[src/rtl/mem_arbiter.sv]
// mem_arbiter: shares one memory port between an instruction-fetch requester
// (if_*) and a data-stage requester (dm_*). At most one transaction is in
// flight. Data requests normally win; a waiting fetch is forced through once
// STARVE_MAX consecutive data grants have gone by while it was waiting.
//
// Ports
//   clk, rst                     clock, synchronous active-low reset
//   if_req/if_addr               fetch read request
//   if_gnt/if_rvalid/if_rdata    fetch accept pulse, read-data pulse, data
//   dm_req/we/addr/wdata/be      data-stage request
//   dm_gnt/dm_rvalid/dm_rdata    data accept pulse, load-data pulse, data
//   mem_req/we/addr/wdata/be     shared memory request (held until mem_ready)
//   mem_ready/rvalid/rdata       memory accept and read return
//   busy                         high whenever a transaction is in progress
//
// state  | meaning
// IDLE   | no transaction; pick a winner, latch its fields, pulse its gnt
// ISSUE  | mem_req driven with latched fields until mem_ready
// WAIT_R | read accepted; waiting for mem_rvalid to return data to the owner
module mem_arbiter #(
  parameter int ADDR_W     = 32,
  parameter int DATA_W     = 32,
  parameter int STARVE_MAX = 4
) (
  input  logic                clk,
  input  logic                rst,
  input  logic                if_req,
  input  logic [ADDR_W-1:0]   if_addr,
  output logic                if_gnt,
  output logic                if_rvalid,
  output logic [DATA_W-1:0]   if_rdata,
  input  logic                dm_req,
  input  logic                dm_we,
  input  logic [ADDR_W-1:0]   dm_addr,
  input  logic [DATA_W-1:0]   dm_wdata,
  input  logic [DATA_W/8-1:0] dm_be,
  output logic                dm_gnt,
  output logic                dm_rvalid,
  output logic [DATA_W-1:0]   dm_rdata,
  output logic                mem_req,
  output logic                mem_we,
  output logic [ADDR_W-1:0]   mem_addr,
  output logic [DATA_W-1:0]   mem_wdata,
  output logic [DATA_W/8-1:0] mem_be,
  input  logic                mem_ready,
  input  logic                mem_rvalid,
  input  logic [DATA_W-1:0]   mem_rdata,
  output logic                busy
);

  localparam int BE_W  = DATA_W / 8;
  localparam int CNT_W = (STARVE_MAX < 1) ? 1 : $clog2(STARVE_MAX + 1);
  localparam logic [CNT_W-1:0] CNT_MAX = CNT_W'(STARVE_MAX);

  typedef enum logic [1:0] {
    IDLE   = 2'd0,
    ISSUE  = 2'd1,
    WAIT_R = 2'd2
  } state_t;

  state_t              state;
  logic [CNT_W-1:0]    starve_cnt;
  logic                owner_dm;
  logic                gnt_if_q;
  logic                gnt_dm_q;
  logic                lat_we;
  logic [ADDR_W-1:0]   lat_addr;
  logic [DATA_W-1:0]   lat_wdata;
  logic [BE_W-1:0]     lat_be;
  logic                pick_if;
  logic                rd_done;

  // Fetch wins only when data is absent or the fetch has been starved enough.
  assign pick_if = if_req && (!dm_req || (starve_cnt == CNT_MAX));

  always_ff @(posedge clk) begin
    if (!rst) begin
      state      <= IDLE;
      starve_cnt <= '0;
      owner_dm   <= 1'b0;
      gnt_if_q   <= 1'b0;
      gnt_dm_q   <= 1'b0;
      lat_we     <= 1'b0;
      lat_addr   <= '0;
      lat_wdata  <= '0;
      lat_be     <= '0;
    end else begin
      gnt_if_q <= 1'b0;
      gnt_dm_q <= 1'b0;
      case (state)
        IDLE: begin
          if (if_req || dm_req) begin
            state <= ISSUE;
            if (pick_if) begin
              owner_dm   <= 1'b0;
              gnt_if_q   <= 1'b1;
              lat_we     <= 1'b0;
              lat_addr   <= if_addr;
              lat_wdata  <= '0;
              lat_be     <= '1;
              starve_cnt <= '0;
            end else begin
              owner_dm  <= 1'b1;
              gnt_dm_q  <= 1'b1;
              lat_we    <= dm_we;
              lat_addr  <= dm_addr;
              lat_wdata <= dm_wdata;
              lat_be    <= dm_be;
              // Only data grants that bypass a waiting fetch count as starving it.
              if (if_req && (starve_cnt != CNT_MAX))
                starve_cnt <= starve_cnt + CNT_W'(1);
            end
          end
        end
        ISSUE: begin
          if (mem_ready)
            state <= lat_we ? IDLE : WAIT_R;
        end
        WAIT_R: begin
          if (mem_rvalid)
            state <= IDLE;
        end
        default: state <= IDLE;
      endcase
    end
  end

  // Every output is forced low while rst is held, even before the reset edge,
  // so a read return arriving during reset never reaches a requester.
  assign rd_done   = rst && (state == WAIT_R) && mem_rvalid;
  assign if_gnt    = rst && gnt_if_q;
  assign dm_gnt    = rst && gnt_dm_q;
  assign if_rvalid = rd_done && !owner_dm;
  assign dm_rvalid = rd_done && owner_dm;
  assign if_rdata  = rst ? mem_rdata : '0;
  assign dm_rdata  = rst ? mem_rdata : '0;
  assign mem_req   = rst && (state == ISSUE);
  assign mem_we    = rst && lat_we;
  assign mem_addr  = rst ? lat_addr : '0;
  assign mem_wdata = rst ? lat_wdata : '0;
  assign mem_be    = rst ? lat_be : '0;
  assign busy      = rst && (state != IDLE);

endmodule

[config.mk]
export PLATFORM = sky130hd
export DESIGN_NAME = mem_arbiter
export DESIGN_NICKNAME = d
export VERILOG_FILES = /design/src/rtl/mem_arbiter.sv
export SDC_FILE = /design/constraint.sdc
export NUM_CORES = 1
export LEC_CHECK = 0
export ABC_AREA = 1
export CAP_MARGIN = 10
export CELL_PAD_IN_SITES_DETAIL_PLACEMENT = 1
export CELL_PAD_IN_SITES_GLOBAL_PLACEMENT = 1
export CORE_MARGIN = 5
export CORE_UTILIZATION = 43
export CTS_CLUSTER_DIAMETER = 80
export CTS_CLUSTER_SIZE = 16
export DETAILED_ROUTE_END_ITERATION = 12
export DONT_BUFFER_PORTS = 1
export PLACE_DENSITY_LB_ADDON = 0.05
export SYNTH_ARGS = -nofsm -noshare
export SYNTH_HDL_FRONTEND = slang
export SYNTH_SLANG_ARGS = --single-unit
[constraint.sdc]
create_clock -name clk -period 2.1 [get_ports clk]
set_clock_uncertainty 0.05 [all_clocks]
set_input_delay 0.315 -clock clk [delete_from_list [all_inputs] [get_ports clk]]
set_output_delay 0.315 -clock clk [all_outputs]
set_load 0.02 [all_outputs]
Yosys cells after proc, flatten, opt, wreduce, memory -nomap -nowiden
Index checks and enable logic that the tools add are counted.
{"block": "word_totals", "register_bits": 77, "in_bits": 139}
{"block": "op_classes", "n_addsub": 1, "n_eq_ne": 7, "muxes": 17, "reduce_logical": 22}
{"op": "32-bit 2-to-1 mux", "count": 5}
{"op": "1-bit logical AND", "count": 11}
{"op": "3-bit AND reduction", "count": 3}
{"op": "2-bit 2-to-1 mux", "count": 4}
{"op": "4-bit 2-to-1 mux", "count": 2}
{"op": "3-bit 2-to-1 mux", "count": 2}
{"op": "2-bit inequality test (second input constant)", "count": 3}
{"op": "2-bit one-hot mux with 3 select lines", "count": 1}
{"op": "2-bit nonzero test", "count": 2}
{"op": "3-bit by 1-bit adder with 3-bit output (second input constant)", "count": 1}
{"op": "3-bit equality test (second input constant)", "count": 1}
{"op": "1-bit 2-to-1 mux", "count": 3}
{"op": "3-bit inequality test (second input constant)", "count": 1}
{"op": "2-bit by 1-bit equality test with 1-bit output (second input constant)", "count": 1}
{"op": "2-bit equality test (second input constant)", "count": 1}
{"op": "1-bit zero test", "count": 2}
{"op": "2-bit zero test", "count": 1}
{"op": "1-bit logical OR", "count": 2}
{"op": "2-bit AND reduction", "count": 1}

Longest topological paths before layout
Gate-level depths: netlist of run 1.
{"block": "depth", "depth_word": 5, "ltp_mapped": 8, "ltp_nobuf": 8}

Worst setup path before layout of run 1
No wires, ideal clock.
{"block": "synth_path", "path_type": "input port to output port", "start": "input port rst", "end": "output port dm_rvalid", "arrival_time_ns": 1.543, "setup_slack_ns": 0.192, "path_stages": 4, "path_buffers": 2, "path_cell_list": "buf_2 > buf_2 > inv_2 > nor4b_1"}
{"block": "synth_via", "elab_chain_len": 3}
{"element": "from (decl)", "line_no": "26", "rtl": "input logic rst,"}
{"element": "1-bit logical AND (2 in a row)", "line_no": "130", "rtl": "assign rd_done = rst && (state == WAIT_R) && mem_rvalid;"}
{"element": "1-bit logical AND", "line_no": "134", "rtl": "assign dm_rvalid = rd_done && owner_dm;"}
{"element": "to (decl)", "line_no": "38", "rtl": "output logic dm_rvalid,"}
Every way passes these cells.

Worst setup path in the final report of run 1
{"block": "layout_path", "start": "register state[1]", "end": "output port dm_rvalid"}
{"block": "layout_via", "elab_chain_len": 4}
{"element": "from (decl)", "line_no": "61", "rtl": "state_t state;"}
{"element": "from (signal assigned)", "line_no": "117", "rtl": "state <= lat_we ? IDLE : WAIT_R;"}
{"element": "2-bit equality test", "line_no": "130"}
{"element": "1-bit logical AND (2 in a row)", "line_no": "130"}
{"element": "1-bit logical AND", "line_no": "134"}
Every way passes these cells.

==> metrics.md, run 1 <==
| Metric | Value |
|---|---|
| Setup bufs post-CTS | `0` |
| Mapped Nets | `779` |
| Fin crit share | `0.814` |
| Layout cell share with drive strength beyond 1 | `0.0581` |
| Final net count | `738` |
| Remaining Overflow, GRT | `0` |
| Post-synthesis sequential area ratio | `0.381` |
| CTS buffer count | `9` |
| Worst-path clk slew | `0.08 ns` |
| # Max-Cap Violations | `0` |
| ANT nets after route | `0` |
| Clock Sinks | `77` |
| Drt pass-1 iters | `4` |
| CP Data Arrival Time | `1.34 ns` |
| Most frequent cells in the layout | `nand2_1 (248), inv_1 (112), nand3_1 (101), dfxtp_1 (77), clkbuf_8 (11)` |
| DRC | `0` |
| ANT cells | `0` |
| Core Area | `9200 µm²` |
| Critical Path Start Type | `flop` |
| Worst Path Max Fanout | `5` |
| Number of global-route vias before repair | `3657` |
| CTS H-tree depth | `3` |
| Outcome | `complete, no violations` |
| Area grow syn2layout | `1.49%` |
| Setup TNS | `0 ns` |
| Fin. Hold Viols | `0` |
| Worst rel slew slack | `0.694` |
| CTS tree | `yes` |
| Synthesized area | `4040 µm²` |
| Synth cell types | `24` |
| Final WS setup | `0.392 ns` |
| CP Cell Sequence | `nand2_1 -> nor4b_1 -> buf_4` |
| Worst-margin pin slew | `0.460 ns` |
| RSZ-0062 raised after global routing | `no` |
| CP endpoint kind | `primary output` |
| Initial Util | `0.440` |
| Gr usage total | `0.202` |
| Die Ht | `107 µm` |
| Cts repair resizes | `0` |
| Slowest stage delay, CP | `0.43 ns` |
| Ys Warns | `0` |
| VDD IR-drop max | `0.346 mV` |
| Fmax | `0.585 GHz` |
| Row Count | `35` |
| Most common cell after layout, fill and taps aside | `nand2_1` |
| Iter 0 DRT Violations | `227` |
| Slowest CP cell | `dfxtp_1` |
| Avg Cell Area, Syn | `6.34 µm²` |
| Hpwl dp | `8.97 mm` |
| Die area | `11400 µm²` |
| Seq cells post-synth | `77` |
| CTS Root Cell | `clkbuf_8` |
| Routed vias | `3626` |
| Post-DR wirelength/cell | `17.1 µm` |
| Static Leak | `2.56 nW` |
| Die Width | `107 µm` |
| Hold buffers post-CTS | `2` |
| Pin count of the biggest net entering global routing | `108` |
| Placer Congestion | `0.760` |
| Power per cell area | `832 nW/µm²` |
| Final setup vio count | `0` |
| WS Path Type | `flop to primary output` |
| Initial antenna violation count | `1` |
| Max-slew violation count | `0` |
| Clk_lat worst skew | `0.34 ns` |
| Minimum clock period | `1.71 ns` |
| Port bufs | `0` |
| First-pass GRT wire length | `18.5 mm` |
| Cells after Synth | `638` |
| Post-Place Cells | `692` |
| Hold/Removal Path Class | `input port to flop` |
| Finished Layout Cells | `713` |
| Routed WL | `12.2 mm` |
| IO Pins | `278` |
| WP data required | `1.74 ns` |
| Vias/cell | `5.09` |
| Total Power | `0.00341 W` |
| Clk buf depth | `2` |
| Worst slack, placed | `0.533 ns` |
layout make-up:
cell class / count / area, µm²
flip-flops and latches: 77 / 1540
well taps: 111 / 139
clock inverters: 5 / 35.0
repair buffers: 14 / 155
fillers: 1254 / 5090
multi-input cells: 379 / 1650
inverters: 116 / 435
clock buffers: 11 / 151
registers in the layout, summed over array words and instances, names as in the netlist:
| signal | cells |
|---|---|
| gnt_dm_q | 1 |
| gnt_if_q | 1 |
| lat_addr | 32 |
| lat_be | 4 |
| lat_wdata | 32 |
| lat_we | 1 |
| owner_dm | 1 |
| starve_cnt | 3 |
| state | 2 |
power by group:
group	switching (W)	total (W)	internal (W)
Combinational	0.000552	0.000719	0.000167
Sequential	0.0000429	0.00165	0.00161
Clock	0.000553	0.00104	0.000491
stage by stage:
stage | area, µm² | hold WS (ns) | util
floorplan | 4040 | 0.368 | -
finish | 4100 | 0.0200 | 0.446
global route | 4100 | -0.000967 | 0.446
global placement | 3870 | 0.369 | 0.421
CTS | 4070 | 0.0000255 | 0.443
detailed placement | 3870 | 0.374 | 0.421
path summary, 6_finish.rpt:
path,startpoint,cells after the start,slack (ns),endpoint
max,state[1],3,0.39,dm_rvalid
min reg2reg,owner_dm,2,0.44,owner_dm
min,dm_wdata[4],2,0.02,lat_wdata[4]
max reg2reg,starve_cnt[0],8,0.54,starve_cnt[2]
kinds of logic (layout without fill, tap and decap cells):
group / after synthesis / in the layout / synth area share
AOI/OAI and AO/OA: 12 / 12 / 0.0158
buffers and inverters: 182 / 146 / 0.213
and+or+nand+nor: 364 / 364 / 0.381
xor gates and xnor gates: 1 / 1 / 0.00217
DFF: 77 / 77 / 0.381
adders and majority gates: 2 / 2 / 0.00619
worst max-delay path, delay by kind of cell, from the launching register on:
kind / cells / cell delay (ns)
flip-flops: 1 / 0.43
AND/OR/NAND/NOR: 2 / 0.37
buffers and inverters: 1 / 0.20
Yosys cell counts, drive strengths merged:
cell | n | share of area
nand2 | 250 | 0.23
nand3 | 101 | 0.12
dfxtp | 77 | 0.38
nand3b | 2 | 0.0037
buf | 63 | 0.10
ha | 2 | 0.0062
inv | 116 | 0.11
nor4 | 1 | 0.0015
nor2 | 8 | 0.013
nor4b | 1 | 0.0022
o21ai | 5 | 0.0062
nor3 | 1 | 0.0012
clkbuf | 3 | 0.0028
a21oi | 7 | 0.0096
xor2 | 1 | 0.0022
layer usage:
layer  wire, µm  share of wire  global-route usage  vias up
li1           -              -                   -     1776
met3       1390           0.11              0.0951        6
met5         13         0.0011                   0        -
met2       6140           0.50               0.361      151
met1       4630           0.38               0.220     1691
met4         14         0.0011              0.0384        2
No activity file was read; power rests on OpenSTA's default activity.
==> inputs of run 2 (changes only) <==
--- a/config.mk
+++ b/config.mk
@@ -10,7 +10,7 @@
 export CELL_PAD_IN_SITES_DETAIL_PLACEMENT = 1
 export CELL_PAD_IN_SITES_GLOBAL_PLACEMENT = 1
 export CORE_MARGIN = 5
-export CORE_UTILIZATION = 43
+export CORE_UTILIZATION = 40
 export CTS_CLUSTER_DIAMETER = 80
 export CTS_CLUSTER_SIZE = 16
 export DETAILED_ROUTE_END_ITERATION = 12
==> constraint.sdc (replaced) <==
create_clock -name clk -period 1.8 [get_ports clk]
set_clock_uncertainty 0.05 [all_clocks]
set_input_delay 0.27 -clock clk [delete_from_list [all_inputs] [get_ports clk]]
set_output_delay 0.27 -clock clk [all_outputs]
set_load 0.02 [all_outputs]
==> run 2 against run 1 <==
Compared with the run above: hold slack better by 0.0024 ns; via count grew 5.0%; utilization rose by 1.8 points; design area increased by 11%; non-clock buffer count grew 39; power is 27% higher.
==> metrics.md, run 2 (synthesis results as in run 1) <==
| Metric | Value |
|---|---|
| Outcome | `complete, no violations` |
| Static Leak | `2.74 nW (+7.4%)` |
| Fin crit share | `0.909` |
| IO Pins | `278 (unchanged)` |
| ANT nets after route | `0 (unchanged)` |
| Row Count | `36 (+2.9%)` |
| DP Area | `3920 µm² (+1.5%)` |
| CTS Root Cell | `clkbuf_8` |
| Die Ht | `111 µm (+3.3%)` |
| First-pass GRT wire length | `21.2 mm (+14%)` |
| Die area | `12200 µm² (+6.8%)` |
| Clock Sinks | `77 (unchanged)` |
| Final net count | `777 (+5.3%)` |
| Placer Congestion | `0.808 (+6.3%)` |
| FF-to-FF setup slack | `0.29 ns (-0.25 ns)` |
| Worst Hold Endpoint | `lat_be[0]` |
| Hpwl dp | `9.15 mm (+2.0%)` |
| Worst-path clk slew | `0.08 ns (about the same)` |
| Initial Util | `0.412 (-0.0279)` |
| Area grow syn2layout | `12.7%` |
| Worst hold slack | `0.0224 ns (+0.00238 ns)` |
| Most frequent cells in the layout | `nand2_1 (248), inv_1 (112), nand3_1 (101), dfxtp_1 (77), dlygate4sd3_1 (41)` |
| Core Area | `9820 µm² (+6.8%)` |
| Routed vias | `3806 (+5.0%)` |
| Crit path from | `state[1]` |
| CP Data Arrival Time | `1.32 ns (-0.02 ns)` |
| CP endpoint kind | `primary output` |
| Worst Path Max Fanout | `5 (unchanged)` |
| Hold Crit Start | `dm_be[0]` |
| Pin count of the biggest net entering global routing | `108 (unchanged)` |
| Worst-margin pin slew | `0.440 ns (-0.0192 ns)` |
| CTS buffer count | `9 (unchanged)` |
| Setup TNS | `0 ns (unchanged)` |
| Routed WL | `12.8 mm (+5.2%)` |
| Fin. Hold Viols | `0 (unchanged)` |
| Remaining Overflow, GRT | `0 (unchanged)` |
| Final Util | `0.464 (+0.0181)` |
| Clk buf depth | `2 (unchanged)` |
| Post-DR wirelength/cell | `16.6 µm (-3.1%)` |
| Number of global-route vias before repair | `4100 (+12%)` |
| VDD IR-drop max | `0.387 mV (+12%)` |
| Final-layout fill cell count | `1302 (+3.8%)` |
| Reg2reg end | `starve_cnt[0]` |
| Cts repair resizes | `0 (unchanged)` |
| Worst rel slew slack | `0.705 (+0.0117)` |
| RSZ-0062 raised after global routing | `no` |
| Drt pass-1 iters | `4 (unchanged)` |
| Final Cell Area | `4560 µm² (+11%)` |
| Max-slew violation count | `0 (unchanged)` |
| R2R cell count | `8 (unchanged)` |
| Port bufs | `0 (unchanged)` |
| Most common cell after layout, fill and taps aside | `nand2_1` |
| Hold buffers post-CTS | `39 (+37)` |
| ANT cells | `0 (unchanged)` |
| Power per cell area | `949 nW/µm² (+14%)` |
| Minimum clock period | `1.64 ns` |
| Largest registers | `lat_addr: 32 flops, lat_wdata: 32 flops, lat_be: 4 flops` |
| WP data required | `1.48 ns (-0.26 ns)` |
| Iter 0 DRT Violations | `211 (-7.0%)` |
| # Max-Cap Violations | `0 (unchanged)` |
| CTS tree | `yes` |
| Vias/cell | `4.92 (-3.3%)` |
| Layout cell share with drive strength beyond 1 | `0.0593 (+0.00114)` |
| Initial antenna violation count | `0 (-1)` |
| Gr usage total | `0.207 (+0.00499)` |
| Clk_lat worst skew | `0.34 ns (about the same)` |
| DRC | `0 (unchanged)` |
| Final setup vio count | `0 (unchanged)` |
| FF-to-FF Start | `starve_cnt[0]` |
| CTS H-tree depth | `3 (unchanged)` |
| Fmax | `0.611 GHz` |
| Critical Path Start Type | `flop` |
| Die Width | `111 µm (+3.3%)` |
| Hold/Removal Path Class | `input port to flop` |
| Setup bufs post-CTS | `0 (unchanged)` |
| WS Path Type | `flop to primary output` |
| Hold depth | `2 (unchanged)` |
## run 2: changes by cell type in the layout (fill, tap and decap cells not counted), sizes merged
| cell | change |
|---|---|
| buf | +3 |
| bufinv | +2 |
| clkinvlp | -2 |
| dlygate4sd3 | +36 |
## run 2: final cells by class
class	instances	area [µm²]	share of cell area
Tap cell	133	166	0.0365
Clock inverter	5	83.8	0.0184
Clock buffer	11	141	0.0310
Inverter	116	435	0.0955
Multi-Input combinational cell	379	1650	0.363
Timing Repair Buffer	53	538	0.118
Sequential cell	77	1540	0.338
## run 2: where the power goes
group          internal [W]  switching (W)  leakage (nW)
Combinational      0.000263       0.000669          2.00
Sequential          0.00187      0.0000499         0.634
Clock              0.000822       0.000648         0.106
Total               0.00296        0.00137          2.74
## run 2: layer usage
layer / vias up / track usage / part of all wire / wire [µm]
met5: - / 0 / 0 / 0
met4: 0 / 0.0517 / 0.0099 / 127
met3: 13 / 0.0733 / 0.085 / 1100
met2: 153 / 0.360 / 0.49 / 6340
met1: 1778 / 0.243 / 0.41 / 5250
li1: 1862 / - / - / -
## run 2: worst max-delay path by stage
stage	endpoint
after floorplan	if_rvalid
after global placement	starve_cnt[0]
after detailed placement	starve_cnt[2]
after CTS	dm_rvalid
after global routing	dm_rvalid
final	dm_rvalid
## run 2: metrics by stage
step	setup WS [ns]	cells	total power, W
after floorplan	0.0495	638	0.00274
after global placement	0.356	717	0.00281
after detailed placement	0.273	717	0.00284
after CTS	0.127	772	0.00439
after global routing	0.0561	774	0.00458
final	0.164	774	0.00433
## run 2: worst max-delay path, stage by stage, from the launching register on
cell and delay, ns:
dfxtp_1 0.42, nand2_1 0.11, nor4b_2 0.25, buf_4 0.19
==> inputs of run 3 (changes only) <==
--- a/config.mk
+++ b/config.mk
@@ -10,7 +10,7 @@
 export CELL_PAD_IN_SITES_DETAIL_PLACEMENT = 1
 export CELL_PAD_IN_SITES_GLOBAL_PLACEMENT = 1
 export CORE_MARGIN = 5
-export CORE_UTILIZATION = 40
+export CORE_UTILIZATION = 36
 export CTS_CLUSTER_DIAMETER = 80
 export CTS_CLUSTER_SIZE = 16
 export DETAILED_ROUTE_END_ITERATION = 12
==> constraint.sdc (replaced) <==
create_clock -name clk -period 1.5 [get_ports clk]
set_clock_uncertainty 0.05 [all_clocks]
set_input_delay 0.225 -clock clk [delete_from_list [all_inputs] [get_ports clk]]
set_output_delay 0.225 -clock clk [all_outputs]
set_load 0.02 [all_outputs]
==> run 3 against run 2 <==
Compared with the run above: final cell count up 7.9%; global-route usage down 0.81 points; power is 34% higher; combinational power grew 59%; sequential power grew 20%; critical path depth did not move; setup slack got worse by 0.13 ns; register-to-register slack got worse by 0.23 ns; die area rose by 10%; via count grew 6.9%; critical path type unchanged; largest cell class unchanged.
==> metrics.md, run 3 (synthesis results as in run 1) <==
| Metric | Value |
|---|---|
| Routed vias | `4067 (+6.9%)` |
| Hpwl dp | `9.29 mm (+1.5%)` |
| WP data required | `1.22 ns (-0.26 ns)` |
| Initial antenna violation count | `1 (+1)` |
| WS Path Type | `flop to primary output` |
| FF-to-FF setup slack | `0.06 ns (-0.23 ns)` |
| Fin crit share | `0.980` |
| Port bufs | `0 (unchanged)` |
| R2R cell count | `9 (+1)` |
| Die Width | `116 µm (+4.9%)` |
| VDD IR-drop max | `0.510 mV (+32%)` |
| Area grow syn2layout | `32.1%` |
| Setup TNS | `0 ns (unchanged)` |
| Worst rel slew slack | `0.741 (+0.0360)` |
| Remaining Overflow, GRT | `0 (unchanged)` |
| Max-slew violation count | `0 (unchanged)` |
| ANT nets after route | `0 (unchanged)` |
| Layout cell share with drive strength beyond 1 | `0.105 (+0.0459)` |
| Most frequent cells in the layout | `nand2_1 (243), inv_1 (110), nand3_1 (101), dfxtp_1 (74), dlygate4sd3_1 (73)` |
| Minimum clock period | `1.47 ns` |
| Initial Util | `0.370 (-0.0420)` |
| Final Util | `0.488 (+0.0241)` |
| Vias/cell | `4.87 (-0.95%)` |
| Fmax | `0.680 GHz` |
| Largest registers | `lat_addr: 32 flops, lat_wdata: 32 flops, lat_be: 4 flops` |
| CTS H-tree depth | `3 (unchanged)` |
| Placer Congestion | `0.760 (-6.0%)` |
| Static Leak | `3.09 nW (+13%)` |
| Fin. Hold Viols | `0 (unchanged)` |
| DRC | `0 (unchanged)` |
| Clock Sinks | `77 (unchanged)` |
| Worst Path Max Fanout | `5 (unchanged)` |
| Post-DR wirelength/cell | `18.2 µm (+9.7%)` |
| Hold depth | `2 (unchanged)` |
| Routed WL | `15.2 mm (+18%)` |
| Pin count of the biggest net entering global routing | `108 (unchanged)` |
| # Max-Cap Violations | `0 (unchanged)` |
| Most common cell after layout, fill and taps aside | `nand2_1` |
| IO Pins | `278 (unchanged)` |
| Worst-margin pin slew | `0.387 ns (-0.0528 ns)` |
| Drt pass-1 iters | `4 (unchanged)` |
| Critical Path Start Type | `flop` |
| Iter 0 DRT Violations | `161 (-24%)` |
| RSZ-0062 raised after global routing | `yes` |
| Power per cell area | `1080 nW/µm² (+14%)` |
| CTS Root Cell | `clkbuf_16` |
| Die Ht | `116 µm (+4.9%)` |
| Die area | `13500 µm² (+10%)` |
| Clk_lat worst skew | `0.33 ns (about the same)` |
| Worst slack, placed | `-0.293 ns (-0.566 ns)` |
| CTS buffer count | `9 (unchanged)` |
| First-pass GRT wire length | `21.0 mm (-0.98%)` |
| Final WS setup | `0.0299 ns (-0.134 ns)` |
| CP Data Arrival Time | `1.20 ns (-0.12 ns)` |
| Clk buf depth | `2 (unchanged)` |
| Final net count | `832 (+7.1%)` |
| Final setup vio count | `0 (unchanged)` |
| Number of global-route vias before repair | `4242 (+3.5%)` |
| Hold/Removal Path Class | `input port to flop` |
| Outcome | `complete, no violations` |
| Core Area | `10900 µm² (+11%)` |
| CTS tree | `yes` |
| Worst-path clk slew | `0.06 ns (-0.02 ns)` |
| CP endpoint kind | `primary output` |
| Row Count | `38 (+5.6%)` |
| Gr usage total | `0.199 (-0.00806)` |
==> run 3: cell types whose count changed in the layout (fill, tap and decap cells not counted), moves of 3 or more <==
cell and delta:
nand2_2 +3, buf_12 +5, clkbuf_8 -8, nand2_1 -5, clkbuf_16 +14, buf_4 +7
dlygate4sd3_1 +32, buf_6 +5, dfxtp_1 -3
==> run 3: stage by stage <==
stage	power (W)	area (µm²)	cells	hold slack [ns]
floorplan	0.00329	4060	638	0.278
global placement	0.00342	4010	732	0.279
detailed placement	0.00345	4010	732	0.285
CTS	0.00568	5100	825	0.000299
global route	0.00609	5340	834	0.000756
finish	0.00579	5340	835	0.00383
==> run 3: layout make-up <==
type / instances / area, µm²
well taps: 140 / 175
fillers: 1396 / 5590
flip-flops and latches: 77 / 1550
multi-input cells: 380 / 1720
clock buffers: 12 / 256
clock inverters: 2 / 10.0
repair buffers: 107 / 1190
inverters: 116 / 438
diodes: 1 / 2.50
==> run 3: path summary, 6_finish.rpt <==
path / endpoint / start
worst max-delay path: dm_rvalid / state[1]
worst min register to register: owner_dm / owner_dm
worst max register to register: lat_wdata[8] / starve_cnt[0]
worst min-delay path: lat_addr[23] / if_addr[23]
==> run 3: worst max-delay path, stage by stage (launching register included) <==
cell     delay (ns)
dfxtp_4        0.38
nand2_2        0.07
nor4b_2        0.22
buf_4          0.18
==> run 3: power breakdown <==
part           switching (W)  internal [W]
clock               0.000813       0.00119
combinational       0.000936      0.000545
sequential         0.0000583       0.00225
total                0.00181       0.00399
==> run 3: layer usage <==
metal,track usage,routed length [µm],share of wire
met5,0,13,0.00086
met4,0.0657,246,0.016
met3,0.0715,1430,0.094
met2,0.371,7810,0.52
met1,0.207,5660,0.37
==> run 3: timing repair <==
| item | 4_1_cts | 5_1_grt |
|---|---|---|
| pin swaps | 4 | 4 |
| buffers inserted | 7 | 2 |
| hold endpoints to repair | 65 | 0 |
| hold buffers | 73 | 0 |
| cloned | 1 | 7 |
| setup endpoints to repair | 74 | 75 |
| gates resized for setup | 9 | 18 |
